## config.mk

```make
export PLATFORM = sky130hd
export DESIGN_NAME = i2c_txn_buffer
export DESIGN_NICKNAME = d
export VERILOG_FILES = /design/src/rtl/i2c_txn_buffer_pkg.sv /design/src/rtl/i2c_byte_fifo.sv /design/src/rtl/i2c_txn_buffer.sv
export SDC_FILE = /design/constraint.sdc
export NUM_CORES = 1
export LEC_CHECK = 0
export CAP_MARGIN = 30
export CORE_ASPECT_RATIO = 1.5
export CORE_MARGIN = 1.5
export CORE_UTILIZATION = 40
export CTS_BUF_LIST = sky130_fd_sc_hd__clkbuf_2
export DETAILED_ROUTE_END_ITERATION = 8
export SYNTH_ARGS = -nofsm -noshare
export SYNTH_HDL_FRONTEND = slang
export SYNTH_SLANG_ARGS = --single-unit
```

## constraint.sdc

```tcl
create_clock -name clk -period 8.3 [get_ports clk]
set_input_delay 0.83 -clock clk [delete_from_list [all_inputs] [get_ports clk]]
set_output_delay 0.83 -clock clk [all_outputs]
set_load 0.05 [all_outputs]
```

## src/rtl/i2c_txn_buffer_pkg.sv

```systemverilog
// Shared types and helpers for the I2C transaction buffer (package i2c_pkg).
// The optional watchdog is enabled by defining I2C_TIMEOUT_EN.
package i2c_pkg;

  typedef enum logic [1:0] {
    ST_IDLE   = 2'd0,
    ST_LAUNCH = 2'd1,
    ST_RUN    = 2'd2
  } state_e;

  localparam int FIFO_DEPTH_DEF = 8;
  localparam int PTR_W = $clog2(FIFO_DEPTH_DEF);

  // Bytes the TX FIFO must hold to start: a read-only transfer reuses the
  // single control byte (bit 0 set), so it needs no separate read control byte.
  function automatic logic [8:0] req_bytes(input logic [7:0] wr_len, input logic [7:0] rd_len);
    logic [8:0] n;
    n = 9'd1 + {1'b0, wr_len};
    if ((rd_len != 8'd0) && (wr_len != 8'd0)) n = n + 9'd1;
    return n;
  endfunction

endpackage

```

## src/rtl/i2c_byte_fifo.sv

```systemverilog
// Byte FIFO with extra-MSB pointers; head is combinational and reads 0 when empty.
module i2c_byte_fifo #(
  parameter int DEPTH = 8
) (
  input  logic                     clk,
  input  logic                     rst_n,
  input  logic                     flush,
  input  logic                     push,
  input  logic [7:0]               wdata,
  input  logic                     pop,
  output logic [7:0]               rdata,
  output logic                     full,
  output logic                     empty,
  output logic [$clog2(DEPTH):0]   level
);

  localparam int AW = $clog2(DEPTH);

  logic [7:0]  mem_q [DEPTH];
  logic [AW:0] wr_ptr_q, wr_ptr_d;
  logic [AW:0] rd_ptr_q, rd_ptr_d;
  logic        pop_ok;
  logic        push_ok;

  assign empty = (wr_ptr_q == rd_ptr_q);
  assign full  = (wr_ptr_q[AW] != rd_ptr_q[AW]) && (wr_ptr_q[AW-1:0] == rd_ptr_q[AW-1:0]);
  assign level = wr_ptr_q - rd_ptr_q;
  assign rdata = empty ? 8'd0 : mem_q[rd_ptr_q[AW-1:0]];

  // A push into a full FIFO is still accepted when the head leaves in the same cycle.
  assign pop_ok  = pop & ~empty & ~flush;
  assign push_ok = push & ~flush & (~full | pop_ok);

  always_comb begin
    wr_ptr_d = wr_ptr_q;
    rd_ptr_d = rd_ptr_q;
    if (flush) begin
      wr_ptr_d = '0;
      rd_ptr_d = '0;
    end else begin
      if (push_ok) wr_ptr_d = wr_ptr_q + 1'b1;
      if (pop_ok)  rd_ptr_d = rd_ptr_q + 1'b1;
    end
  end

  always_ff @(posedge clk or negedge rst_n) begin
    if (!rst_n) begin
      wr_ptr_q <= '0;
      rd_ptr_q <= '0;
    end else begin
      wr_ptr_q <= wr_ptr_d;
      rd_ptr_q <= rd_ptr_d;
    end
  end

  always_ff @(posedge clk) begin
    if (push_ok) mem_q[wr_ptr_q[AW-1:0]] <= wdata;
  end

endmodule

```

## src/rtl/i2c_txn_buffer.sv

```systemverilog
// CPU-side command/data buffer feeding the I2C master.
// Define I2C_TIMEOUT_EN to add a LAUNCH/RUN watchdog of TIMEOUT_CYCLES.
module i2c_txn_buffer
  import i2c_pkg::*;
#(
  parameter int FIFO_DEPTH     = 8,
  parameter int TIMEOUT_CYCLES = 2000000
) (
  input  logic                          clk,
  input  logic                          reset,
  input  logic                          cpu_tx_wr,
  input  logic [7:0]                    cpu_tx_data,
  input  logic                          cpu_rx_rd,
  output logic [7:0]                    cpu_rx_data,
  input  logic                          cpu_start,
  input  logic [7:0]                    cpu_wr_len,
  input  logic [7:0]                    cpu_rd_len,
  input  logic                          cpu_clr,
  output logic [$clog2(FIFO_DEPTH):0]   tx_level,
  output logic [$clog2(FIFO_DEPTH):0]   rx_level,
  output logic                          stat_busy,
  output logic                          stat_done,
  output logic                          stat_ack_err,
  output logic                          stat_cfg_err,
  output logic                          stat_ovf,
  output logic                          m_enable,
  output logic [7:0]                    m_write_length,
  output logic [7:0]                    m_read_length,
  output logic [7:0]                    m_tx_data,
  input  logic                          m_tx_done,
  input  logic [7:0]                    m_rx_data,
  input  logic                          m_rx_done,
  input  logic                          m_ack_err,
  input  logic                          m_busy,
  output logic [1:0]                    dbg_state
);

  state_e      state_q, state_d;
  logic        m_enable_q, m_enable_d;
  logic [7:0]  wr_len_q, wr_len_d;
  logic [7:0]  rd_len_q, rd_len_d;
  logic [8:0]  req_q, req_d;
  logic [8:0]  pop_cnt_q, pop_cnt_d;
  logic        done_q, done_d;
  logic        ack_q, ack_d;
  logic        cfg_q, cfg_d;
  logic        ovf_q, ovf_d;
  logic        tx_done_q, rx_done_q, ack_err_q, busy_q;

  logic        active, in_idle;
  logic        tx_rise, rx_rise, ack_rise, busy_fall;
  logic        tx_pop_try, tx_pop_ok, tx_push_drop, tx_pop_drop;
  logic        rx_push, rx_pop_ok, rx_push_drop;
  logic        tx_full, tx_empty, rx_full, rx_empty;
  logic        flush_all, tx_flush;
  logic        timeout_hit;
  logic [8:0]  req_now;

  assign in_idle   = (state_q == ST_IDLE);
  assign active    = ~in_idle;
  assign tx_rise   = m_tx_done & ~tx_done_q;
  assign rx_rise   = m_rx_done & ~rx_done_q;
  assign ack_rise  = m_ack_err & ~ack_err_q;
  assign busy_fall = busy_q & ~m_busy;
  assign req_now   = req_bytes(cpu_wr_len, cpu_rd_len);

  // The master raises tx_done once more than there are bytes to fetch; the
  // pop budget set at launch keeps that last edge from consuming a byte.
  assign tx_pop_try   = active & tx_rise & (pop_cnt_q < req_q);
  assign tx_pop_ok    = tx_pop_try & ~tx_empty;
  assign tx_pop_drop  = tx_pop_try & tx_empty;
  assign flush_all    = cpu_clr & in_idle;
  assign tx_flush     = flush_all | timeout_hit;
  assign tx_push_drop = cpu_tx_wr & ~tx_flush & tx_full & ~tx_pop_ok;

  assign rx_push      = (state_q == ST_RUN) & rx_rise;
  assign rx_pop_ok    = cpu_rx_rd & ~rx_empty;
  assign rx_push_drop = rx_push & rx_full & ~rx_pop_ok;

`ifdef I2C_TIMEOUT_EN
  logic [31:0] to_cnt_q, to_cnt_d;

  assign timeout_hit = active & (to_cnt_q == 32'(TIMEOUT_CYCLES - 1));

  always_comb begin
    to_cnt_d = '0;
    if (active && !timeout_hit) to_cnt_d = to_cnt_q + 32'd1;
  end

  always_ff @(posedge clk or negedge reset) begin
    if (!reset) to_cnt_q <= '0;
    else        to_cnt_q <= to_cnt_d;
  end
`else
  assign timeout_hit = 1'b0;
`endif

  always_comb begin
    state_d    = state_q;
    m_enable_d = m_enable_q;
    wr_len_d   = wr_len_q;
    rd_len_d   = rd_len_q;
    req_d      = req_q;
    pop_cnt_d  = pop_cnt_q;
    done_d     = done_q;
    ack_d      = ack_q;
    cfg_d      = cfg_q;
    ovf_d      = ovf_q;

    if (cpu_clr) begin
      done_d = 1'b0;
      ack_d  = 1'b0;
      cfg_d  = 1'b0;
      ovf_d  = 1'b0;
    end

    if (tx_pop_try) pop_cnt_d = pop_cnt_q + 9'd1;

    case (state_q)
      ST_IDLE: begin
        if (cpu_start) begin
          if (9'(tx_level) >= req_now) begin
            wr_len_d   = cpu_wr_len;
            rd_len_d   = cpu_rd_len;
            req_d      = req_now;
            pop_cnt_d  = '0;
            m_enable_d = 1'b1;
            state_d    = ST_LAUNCH;
          end else begin
            cfg_d = 1'b1;
          end
        end
      end
      ST_LAUNCH: begin
        if (m_busy) begin
          m_enable_d = 1'b0;
          state_d    = ST_RUN;
        end
      end
      ST_RUN: begin
        if (busy_fall) begin
          done_d  = 1'b1;
          state_d = ST_IDLE;
        end
      end
      default: state_d = ST_IDLE;
    endcase

    if (timeout_hit) begin
      cfg_d      = 1'b1;
      m_enable_d = 1'b0;
      state_d    = ST_IDLE;
    end

    if (tx_pop_drop)                 cfg_d = 1'b1;
    if (ack_rise)                    ack_d = 1'b1;
    if (tx_push_drop | rx_push_drop) ovf_d = 1'b1;
  end

  always_ff @(posedge clk or negedge reset) begin
    if (!reset) begin
      state_q    <= ST_IDLE;
      m_enable_q <= 1'b0;
      wr_len_q   <= '0;
      rd_len_q   <= '0;
      req_q      <= '0;
      pop_cnt_q  <= '0;
      done_q     <= 1'b0;
      ack_q      <= 1'b0;
      cfg_q      <= 1'b0;
      ovf_q      <= 1'b0;
      tx_done_q  <= 1'b0;
      rx_done_q  <= 1'b0;
      ack_err_q  <= 1'b0;
      busy_q     <= 1'b0;
    end else begin
      state_q    <= state_d;
      m_enable_q <= m_enable_d;
      wr_len_q   <= wr_len_d;
      rd_len_q   <= rd_len_d;
      req_q      <= req_d;
      pop_cnt_q  <= pop_cnt_d;
      done_q     <= done_d;
      ack_q      <= ack_d;
      cfg_q      <= cfg_d;
      ovf_q      <= ovf_d;
      tx_done_q  <= m_tx_done;
      rx_done_q  <= m_rx_done;
      ack_err_q  <= m_ack_err;
      busy_q     <= m_busy;
    end
  end

  i2c_byte_fifo #(.DEPTH(FIFO_DEPTH)) u_tx_fifo (
    .clk   (clk),
    .rst_n (reset),
    .flush (tx_flush),
    .push  (cpu_tx_wr),
    .wdata (cpu_tx_data),
    .pop   (tx_pop_try),
    .rdata (m_tx_data),
    .full  (tx_full),
    .empty (tx_empty),
    .level (tx_level)
  );

  i2c_byte_fifo #(.DEPTH(FIFO_DEPTH)) u_rx_fifo (
    .clk   (clk),
    .rst_n (reset),
    .flush (flush_all),
    .push  (rx_push),
    .wdata (m_rx_data),
    .pop   (cpu_rx_rd),
    .rdata (cpu_rx_data),
    .full  (rx_full),
    .empty (rx_empty),
    .level (rx_level)
  );

  assign stat_busy      = active;
  assign stat_done      = done_q;
  assign stat_ack_err   = ack_q;
  assign stat_cfg_err   = cfg_q;
  assign stat_ovf       = ovf_q;
  assign m_enable       = m_enable_q;
  assign m_write_length = wr_len_q;
  assign m_read_length  = rd_len_q;
  assign dbg_state      = state_q;

endmodule

```

==> metrics.md, run 1 <==
| Metric | Value |
|---|---|
| Status | `finished, final reports clean` |
| Vias in the first global route | `5382` |
| Slew @ Worst Pin | `0.9876 ns` |
| Total track usage | `16.97%` |
| Max VDD drop | `0.0001082 V` |
| Post-Synthesis Cells | `579` |
| Clock transition at path regs | `0.31 ns` |
| Fmax | `201.2 MHz` |
| First-pass GRT wire length | `28.27 mm` |
| Setup TNS Final | `0 ns` |
| # nets final | `745` |
| P_leak | `3.672 nW` |
| Syn Nets | `649` |
| Class of the worst hold path | `in -> async` |
| Area Growth Syn to Fin | `17.55%` |
| Ys Warns | `0` |
| Drt pass-1 iters | `4` |
| Final WL | `17.60 mm` |
| Sequential area share after synthesis | `about 64%` |
| Site row count | `64` |
| Gates resized, CTS repair | `0` |
| Die Span Y | `180.3 um` |
| HPWL after DPL | `12.19 mm` |
| Vias per inst | `5.279` |
| Slew Limit Fails | `0` |
| Largest net degree at the start of global routing | `62` |
| CP startpoint kind | `register` |
| Ys async rst share | `32.28%` |
| Crit-path leading delay family | `buffers and inverters` |
| Wl on met1 | `7.171 mm` |
| Routed length per placed instance | `~18 um` |
| Minimum clock period | `4.969 ns` |
| Mapped Area | `0.008378 sq mm` |
| Share of layout cells above drive strength 1 | `between 10 and 15%` |
| Buf/Inv on CP | `2` |
| Sequential standard cell area | `0.005370 sq mm` |
| Tcrit/Tclk final | `59.87%` |
| CTS Hold Buffers Added | `0` |
| Max-cap violations | `0` |
| Max incr delay on CP | `roughly 0.76 ns` |
| Io pins | `90` |
| Crit. End Element | `primary output` |
| Uppermost layer routed | `met4` |
| RSZ-0062 raised after global routing | `no` |
| Die Width | `121.2 um` |
| WP data arrival | `roughly 4.1 ns` |
| Initial antenna violation count | `1` |
| Area of the multi-input gates | `0.002805 sq mm` |
| CP cell instances | `clkinv_1 > ha_1 > nand3_1 > nor2_1 > a21oi_1 > clkdlybuf4s50_1` |
| Grt ovf | `0` |
| Met3 wire length | `611 um` |
| CP Max Fanout | `12` |
| Power density over cell area | `181.8 mW/mm^2` |
| Final setup vio count | `0` |
| Clock Tree Buf Depth | `2` |
| Highest-delay cell along the critical path | `clkdlybuf4s50_1` |
| Final core occ | `48.04%` |
| CTS root buf | `clkbuf_2` |
| Final hold violations | `0` |
| Initial DRC Count | `309` |
| Most common flop cell mapped by yosys | `edfxtp_1` |
| CTS tree | `yes` |
| Port-buffer cells | `89` |
| Yosys cell types | `60` |
| Max-slew headroom at the worst pin | `34.16%` |
| DRC Markers | `0` |
| Setup Skew | `0.06254 ns` |
| Clock Latency Late Sink | `roughly 0.81 ns` |
| Setup Buffers After CTS | `0` |
| Die ar. | `0.02184 sq mm` |
| Syn Area/Cell | `14.47 sq um` |
| H-tree Lvls | `4` |
| Placer congestion estimate | `0.7854` |
| Routed Antenna Nets | `0` |
| Most frequent cells in the layout | `edfxtp_1, clkdlybuf4s50_1, dfrtp_1` |
| Core ar. | `slightly above 0.02 sq mm` |
| Met2 routed WL | `9.542 mm` |
| Synth Register Bits | `189` |
| Num CTS Buffers | `17` |
| Initial Util | `40.87%` |
| Worst EP required | `7.47 ns` |
| Routed vias | `5031` |
| Post-synth EDFFs | `128` |
| Commonest non-fill, non-tap cell in the layout | `edfxtp_1` |
| TritonCTS Sinks | `189` |
| Crit Path Category | `reg -> out` |
| FILL cells | `1881` |
## cells by family (layout without fill, tap and decap cells)
family	after synthesis	count (layout)	synth area share, %
compound gates	71	71	5.436
xor+xnor	25	25	2.614
fa+ha+maj	28	28	4.361
buf+inv	51	160	2.539
flops	189	189	64.10
mux	55	55	11.56
other cells	0	1	0
simple gates	160	160	9.393
## metrics by stage
step / worst slack [ns] / cells / total power, mW / cell area, sq um / hold slack [ns]
2_1_floorplan: 4.371 / 579 / 1.233 / 8378 / 0.4635
3_3_place_gp: 3.752 / 919 / 1.331 / 9568 / 0.4784
3_5_place_dp: 3.638 / 920 / 1.338 / 9575 / 0.4742
4_1_cts: 3.215 / 952 / 1.816 / 9846 / 0.1164
5_1_grt: 3.053 / 953 / 1.873 / 9848 / 0.1398
6_report: 3.331 / 953 / 1.791 / 9848 / 0.1634
## Yosys cell counts, drive strengths merged (6+ instances only)
cell type | instances | area (sq um)
nand3 | 16 | 85.08
o21ai | 6 | 30.02
xor2 | 11 | 96.34
edfxtp | 128 | 3844
ha | 26 | 325.3
clkbuf | 12 | 45.04
a21o | 6 | 45.04
dfrtp | 61 | 1526
mux2i | 9 | 90.09
nor3 | 6 | 30.03
nand2 | 56 | 210.2
buf | 10 | 58.80
nand2b | 9 | 56.30
inv | 28 | 105.1
mux4 | 32 | 720.7
nor2 | 38 | 142.6
a21oi | 35 | 178.9
mux2 | 14 | 157.7
xnor2 | 14 | 122.6
## cell type report
class | instances | area share [%]
clock inverter | 15 | 1.880
timing repair buffer | 99 | 9.757
inverter | 29 | 1.105
multi-input combinational | 339 | 28.48
sequential | 189 | 54.53
clock buffer | 17 | 0.8639
tap | 264 | 3.354
antenna | 1 | 0.02541
## routing by layer
metal / vias up / global-route usage [%]
met4: 0 / 5.647
met2: 101 / 30.91
met5: - / 0
met1: 2557 / 19.59
li1: 2354 / -
met3: 19 / 3.576
## final timing paths
path	end	cells past startpoint	startpoint	slack, ns
worst max-delay path	m_tx_data[1]	6	u_tx_fifo.rd_ptr_q[2]$_DFFE_PN0P_	3.33
worst min-delay path	m_read_length[4]$_DFFE_PN0P_	2	reset	0.16
worst max register to register	req_q[0]$_DFFE_PN0P_	10	u_tx_fifo.rd_ptr_q[1]$_DFFE_PN0P_	4.28
worst min register to register	m_enable$_DFFE_PN0P_	1	m_enable$_DFFE_PN0P_	0.52
max in group asynchronous	u_rx_fifo.rd_ptr_q[2]$_DFFE_PN0P_	2	reset	7.62
min in group clk	tx_done_q$_DFF_PN0_	1	m_tx_done	0.50
## report_power, final
part	switching, mW	internal, mW
Clock	0.367	0.108
Sequential	0.0200	1.04
Combinational	0.157	0.0964
## sequential cells by signal, indices dropped and copies added, names as in the netlist, 8 cells and up
signal,count
m_read_length,8
m_write_length,8
pop_cnt_q,9
u_rx_fifo.mem_q,64
req_q,9
u_tx_fifo.mem_q,64
Power figures use the tool's default switching activity.
==> run 2, diff against run 1 <==
- clock period: 8.3 -> 5.15 ns (I/O delays scaled with it)
==> metrics.md, run 2 (same netlist as run 1, synthesis figures left out) <==
| Metric | Value |
|---|---|
| Commonest non-fill, non-tap cell in the layout | `edfxtp_1` |
| Crit. End Element | `primary output` |
| CP startpoint kind | `register` |
| Largest net degree at the start of global routing | `62` |
| Num CTS Buffers | `17` |
| Cell area after layout | `about 0.0098 sq mm` |
| Clock Tree Buf Depth | `2` |
| Drt pass-1 iters | `5` |
| CP Max Fanout | `12` |
| Clock transition at path regs | `0.28 ns` |
| Max-cap violations | `0` |
| First-pass GRT wire length | `approximately 28 mm` |
| Power density over cell area | `288.7 mW/mm^2` |
| HPWL after DPL | `between 10 and 15 mm` |
| Final core occ | `48.02%` |
| Vias in the first global route | `5293` |
| Io pins | `90` |
| Initial DRC Count | `258` |
| Max-slew headroom at the worst pin | `31.33%` |
| CTS tree | `yes` |
| RSZ-0062 raised after global routing | `no` |
| Placer congestion estimate | `approximately 0.77` |
| Routed length per placed instance | `around 18 um` |
| Crit Path Category | `reg -> out` |
| Share of layout cells above drive strength 1 | `14.20%` |
| DRC Markers | `0` |
| Setup Skew | `0.04141 ns` |
| Port-buffer cells | `89` |
| Area Growth Syn to Fin | `17.49%` |
| Dpl ws | `between 0.9 and 1 ns` |
| CTS root buf | `clkbuf_2` |
| TritonCTS Sinks | `189` |
| Vias per inst | `around 5.2` |
| Site row count | `64` |
| WHS | `0.1925 ns` |
| Slew @ Worst Pin | `1.026 ns` |
| Routed vias | `5000` |
| P_leak | `3.675 nW` |
| Fmax | `222.0 MHz` |
| Worst setup margin | `0.6453 ns` |
| Minimum clock period | `around 4.5 ns` |
| Initial Util | `40.87%` |
| Grt ovf | `0` |
| Status | `finished, final reports clean` |
| # nets final | `747` |
| Die Span Y | `between 150 and 200 um` |
| Initial antenna violation count | `1` |
| Total track usage | `17.10%` |
| Max VDD drop | `0.0001569 V` |
| Most frequent cells in the layout | `edfxtp_1, clkdlybuf4s50_1, dfrtp_1` |
| Tcrit/Tclk final | `87.47%` |
| Final WL | `17.58 mm` |
| Placed Area | `0.009593 sq mm` |
| Worst EP required | `4.64 ns` |
| Gates resized, CTS repair | `0` |
| Class of the worst hold path | `in -> reg` |
| Die ar. | `0.02184 sq mm` |
| CTS Hold Buffers Added | `1` |
| Clock Latency Late Sink | `0.78 ns` |
| WP data arrival | `3.99 ns` |
| Final setup vio count | `0` |
| Slew Limit Fails | `0` |
| Setup TNS Final | `0 ns` |
| Core ar. | `0.02050 sq mm` |
| Final hold violations | `0` |
| Routed Antenna Nets | `0` |
| Setup Buffers After CTS | `0` |
| H-tree Lvls | `4` |
| Die Width | `121.2 um` |
-- run 2: worst max-delay path: stages, from the launching register on --
cell	delay, ns
dfrtp_1	0.67
clkinv_1	0.41
ha_1	0.48
nand3_1	0.14
nor2_1	0.61
a21oi_1	0.16
clkdlybuf4s50_1	0.75
-- run 2: path summary, 6_finish.rpt --
path,start,endpoint,slack [ns],cells past startpoint
setup / recovery,u_tx_fifo.rd_ptr_q[2]$_DFFE_PN0P_,m_tx_data[1],0.65,6
hold reg to reg,m_read_length[5]$_DFFE_PN0P_,m_read_length[5]$_DFFE_PN0P_,0.53,1
min in group asynchronous,reset,m_write_length[4]$_DFFE_PN0P_,0.40,3
setup reg to reg,u_tx_fifo.rd_ptr_q[2]$_DFFE_PN0P_,req_q[3]$_DFFE_PN0P_,1.53,10
max in group asynchronous,reset,u_tx_fifo.rd_ptr_q[0]$_DFFE_PN0P_,4.21,3
hold / removal,m_rx_done,rx_done_q$_DFF_PN0_,0.19,1
-- run 2: routing by layer --
layer / GRT usage (%) / routed length, um / vias to the layer above
li1: - / - / 2358
met1: 20.49 / 7355 / 2522
met2: 30.68 / 9350 / 103
met3: 3.165 / 614 / 17
met4: 5.647 / 255 / 0
met5: 0 / 0 / -
-- run 2: where the power goes --
group | internal [mW] | switching [mW] | leakage (nW) | total (mW)
sequential | 1.68 | 0.0340 | 1.95 | 1.71
clock | 0.161 | 0.556 | 0.146 | 0.717
combinational | 0.156 | 0.256 | 1.58 | 0.412
-- run 2: cell type report --
| type | count | area [sq um] |
|---|---|---|
| Antenna cell | 1 | 2.502 |
| Fill cell | 1875 | 10660 |
| Tap cell | 264 | 330.3 |
| Sequential cell | 189 | 5370 |
| Clock inverter | 14 | 147.6 |
| Clock buffer | 18 | 90.09 |
| Multi-Input combinational cell | 339 | 2815 |
| Timing Repair Buffer | 101 | 978.4 |
| Inverter | 29 | 108.9 |
-- run 2: through the flow --
step	cells	total power [mW]
6_report	955	2.842
5_1_grt	955	2.969
4_1_cts	954	2.884
3_5_place_dp	921	2.159
3_3_place_gp	920	2.151
2_1_floorplan	579	1.988
==> run 3, diff against run 2 <==
- MAX_ROUTING_LAYER: default -> met4
- REMOVE_ABC_BUFFERS: default -> 1
==> metrics.md, run 3 (same netlist as run 1, synthesis figures left out) <==
| Metric | Value |
|---|---|
| Status | `finished, final reports clean` |
| Most frequent cells in the layout | `edfxtp_1, clkdlybuf4s50_1, dfrtp_1` |
| Minimum clock period | `about 4.3 ns` |
| CP Max Fanout | `9` |
| Crit Path Category | `reg -> out` |
| RSZ-0062 raised after global routing | `no` |
| Sequential standard cell area | `0.005370 sq mm` |
| R2r startpoint | `u_tx_fifo.rd_ptr_q[0]$_DFFE_PN0P_` |
| CP startpoint kind | `register` |
| Final hold violations | `0` |
| Slew Limit Fails | `0` |
| Port-buffer cells | `89` |
| Worst R2R End | `req_q[0]$_DFFE_PN0P_` |
| Final WL | `roughly 17 mm` |
| Routed Antenna Nets | `0` |
| Hold path start | `m_ack_err` |
| Area Growth Syn to Fin | `17.86%` |
| Hold Path End | `ack_err_q$_DFF_PN0_` |
| Tcrit/Tclk final | `between 80% and 90%` |
| Max-slew headroom at the worst pin | `a little over a third` |
| Total track usage | `17.43%` |
| P_leak | `3.687 nW` |
| Worst R2R Path Depth | `11` |
| Core ar. | `0.02050 sq mm` |
| Hold path cells | `1` |
| TritonCTS Sinks | `around 190` |
| Initial Util | `40.87%` |
| Final core occ | `48.17%` |
| Class of the worst hold path | `in -> reg` |
| R2r setup slk | `1.38 ns` |
| Vias per inst | `5.236` |
| Clock transition at path regs | `0.31 ns` |
| Max-cap violations | `0` |
| CTS tree | `yes` |
| WP data arrival | `3.79 ns` |
| Worst setup margin | `0.8414 ns` |
| H-tree Lvls | `4` |
| Vias in the first global route | `approximately 5300` |
| Site row count | `between 60 and 70` |
| Fmax | `~230 MHz` |
| Dpl ws | `0.6526 ns` |
| FILL cells | `1854` |
| DRC Markers | `0` |
| Die Width | `121.2 um` |
| Crit. End Element | `primary output` |
| Share of layout cells above drive strength 1 | `14.06%` |
| Max VDD drop | `between 0.0002 and 0.0003 V` |
| Largest net degree at the start of global routing | `62` |
| Commonest non-fill, non-tap cell in the layout | `edfxtp_1` |
| CTS root buf | `clkbuf_2` |
| Clock Latency Late Sink | `0.78 ns` |
| Worst EP required | `4.64 ns` |
| Slew @ Worst Pin | `roughly 0.96 ns` |
| Grt ovf | `0` |
| Routed length per placed instance | `~18 um` |
| Setup TNS Final | `0 ns` |
| Setup Skew | `0.05338 ns` |
| Initial DRC Count | `304` |
| HPWL after DPL | `between 10 and 15 mm` |
| Die Span Y | `180.3 um` |
| Routed vias | `5000` |
| Placer congestion estimate | `between 0.8 and 0.9` |
| Initial antenna violation count | `1` |
| Io pins | `90` |
| Drt pass-1 iters | `5` |
| Final setup vio count | `0` |
| Num CTS Buffers | `17` |
| Clock Tree Buf Depth | `2` |
| # nets final | `around 750` |
| First-pass GRT wire length | `28.02 mm` |
| Power density over cell area | `294.1 mW/mm^2` |
| Area of the multi-input gates | `0.002810 sq mm` |
| Die ar. | `around 0.022 sq mm` |
-- run 3: cell count changes in the layout (fill, tap and decap cells not counted), moves of 2 or more --
cell | previous run | this run
clkinv_8 | 2 | 4
inv_6 | 1 | 4
inv_8 | 6 | 2
clkinv_4 | 3 | 0
-- run 3: area by class of cell --
| cell class | instances | share of cell area, % |
|---|---|---|
| inverter | 29 | 1.102 |
| sequential | 189 | 54.38 |
| tap | 264 | 3.345 |
| antenna | 1 | 0.02534 |
| multi-input combinational | 339 | 28.46 |
| timing repair buffer | 101 | 9.909 |
| clock inverter | 15 | 1.913 |
| clock buffer | 17 | 0.8616 |
-- run 3: report_power, final --
group | internal, mW | leakage [nW] | switching [mW]
registers | 1.68 | 1.95 | 0.0318
clock network | 0.210 | 0.154 | 0.572
logic | 0.156 | 1.59 | 0.254
-- run 3: layer usage --
metal  GRT usage, %  share of wire [%]
met1          20.51                 42
met2          30.16                 53
met3          3.291                3.4
met4          5.318                1.3
met5              -                  0
-- run 3: critical path: stages, from the launching register on --
cell	delay, ns
dfrtp_1	0.43
clkinv_1	0.32
ha_1	0.48
nand3_1	0.14
nor2_1	0.72
a21oi_1	0.16
clkdlybuf4s50_1	0.76
-- run 3: timing repair --
action / CTS / global route
hold endpoints to repair: 61 / 0
resized for setup: 0 / 0
buffers inserted: 0 / 0
hold buffers: 1 / 0
-- run 3: worst max path at each step --
stage / from / endpoint / cells past startpoint
3_3_place_gp: cpu_wr_len[0] / req_q[0]$_DFFE_PN0P_ / 15
6_report: u_tx_fifo.rd_ptr_q[2]$_DFFE_PN0P_ / m_tx_data[7] / 6
4_1_cts: u_tx_fifo.rd_ptr_q[2]$_DFFE_PN0P_ / m_tx_data[7] / 6
3_5_place_dp: cpu_wr_len[0] / req_q[0]$_DFFE_PN0P_ / 15
5_1_grt: u_tx_fifo.rd_ptr_q[2]$_DFFE_PN0P_ / m_tx_data[7] / 6
2_1_floorplan: u_tx_fifo.rd_ptr_q[0]$_DFFE_PN0P_ / m_read_length[0]$_DFFE_PN0P_ / 9
-- run 3: metrics by stage --
stage / area, sq um / instances / total power, mW / hold slack [ns]
floorplan: 8274 / 557 / 1.983 / 0.2194
global placement: 9588 / 921 / 2.146 / 0.4714
detailed placement: 9588 / 921 / 2.157 / 0.4789
CTS: 9872 / 954 / 2.948 / 0.02482
global route: 9874 / 955 / 3.032 / 0.05116
finish: 9874 / 955 / 2.904 / 0.1560
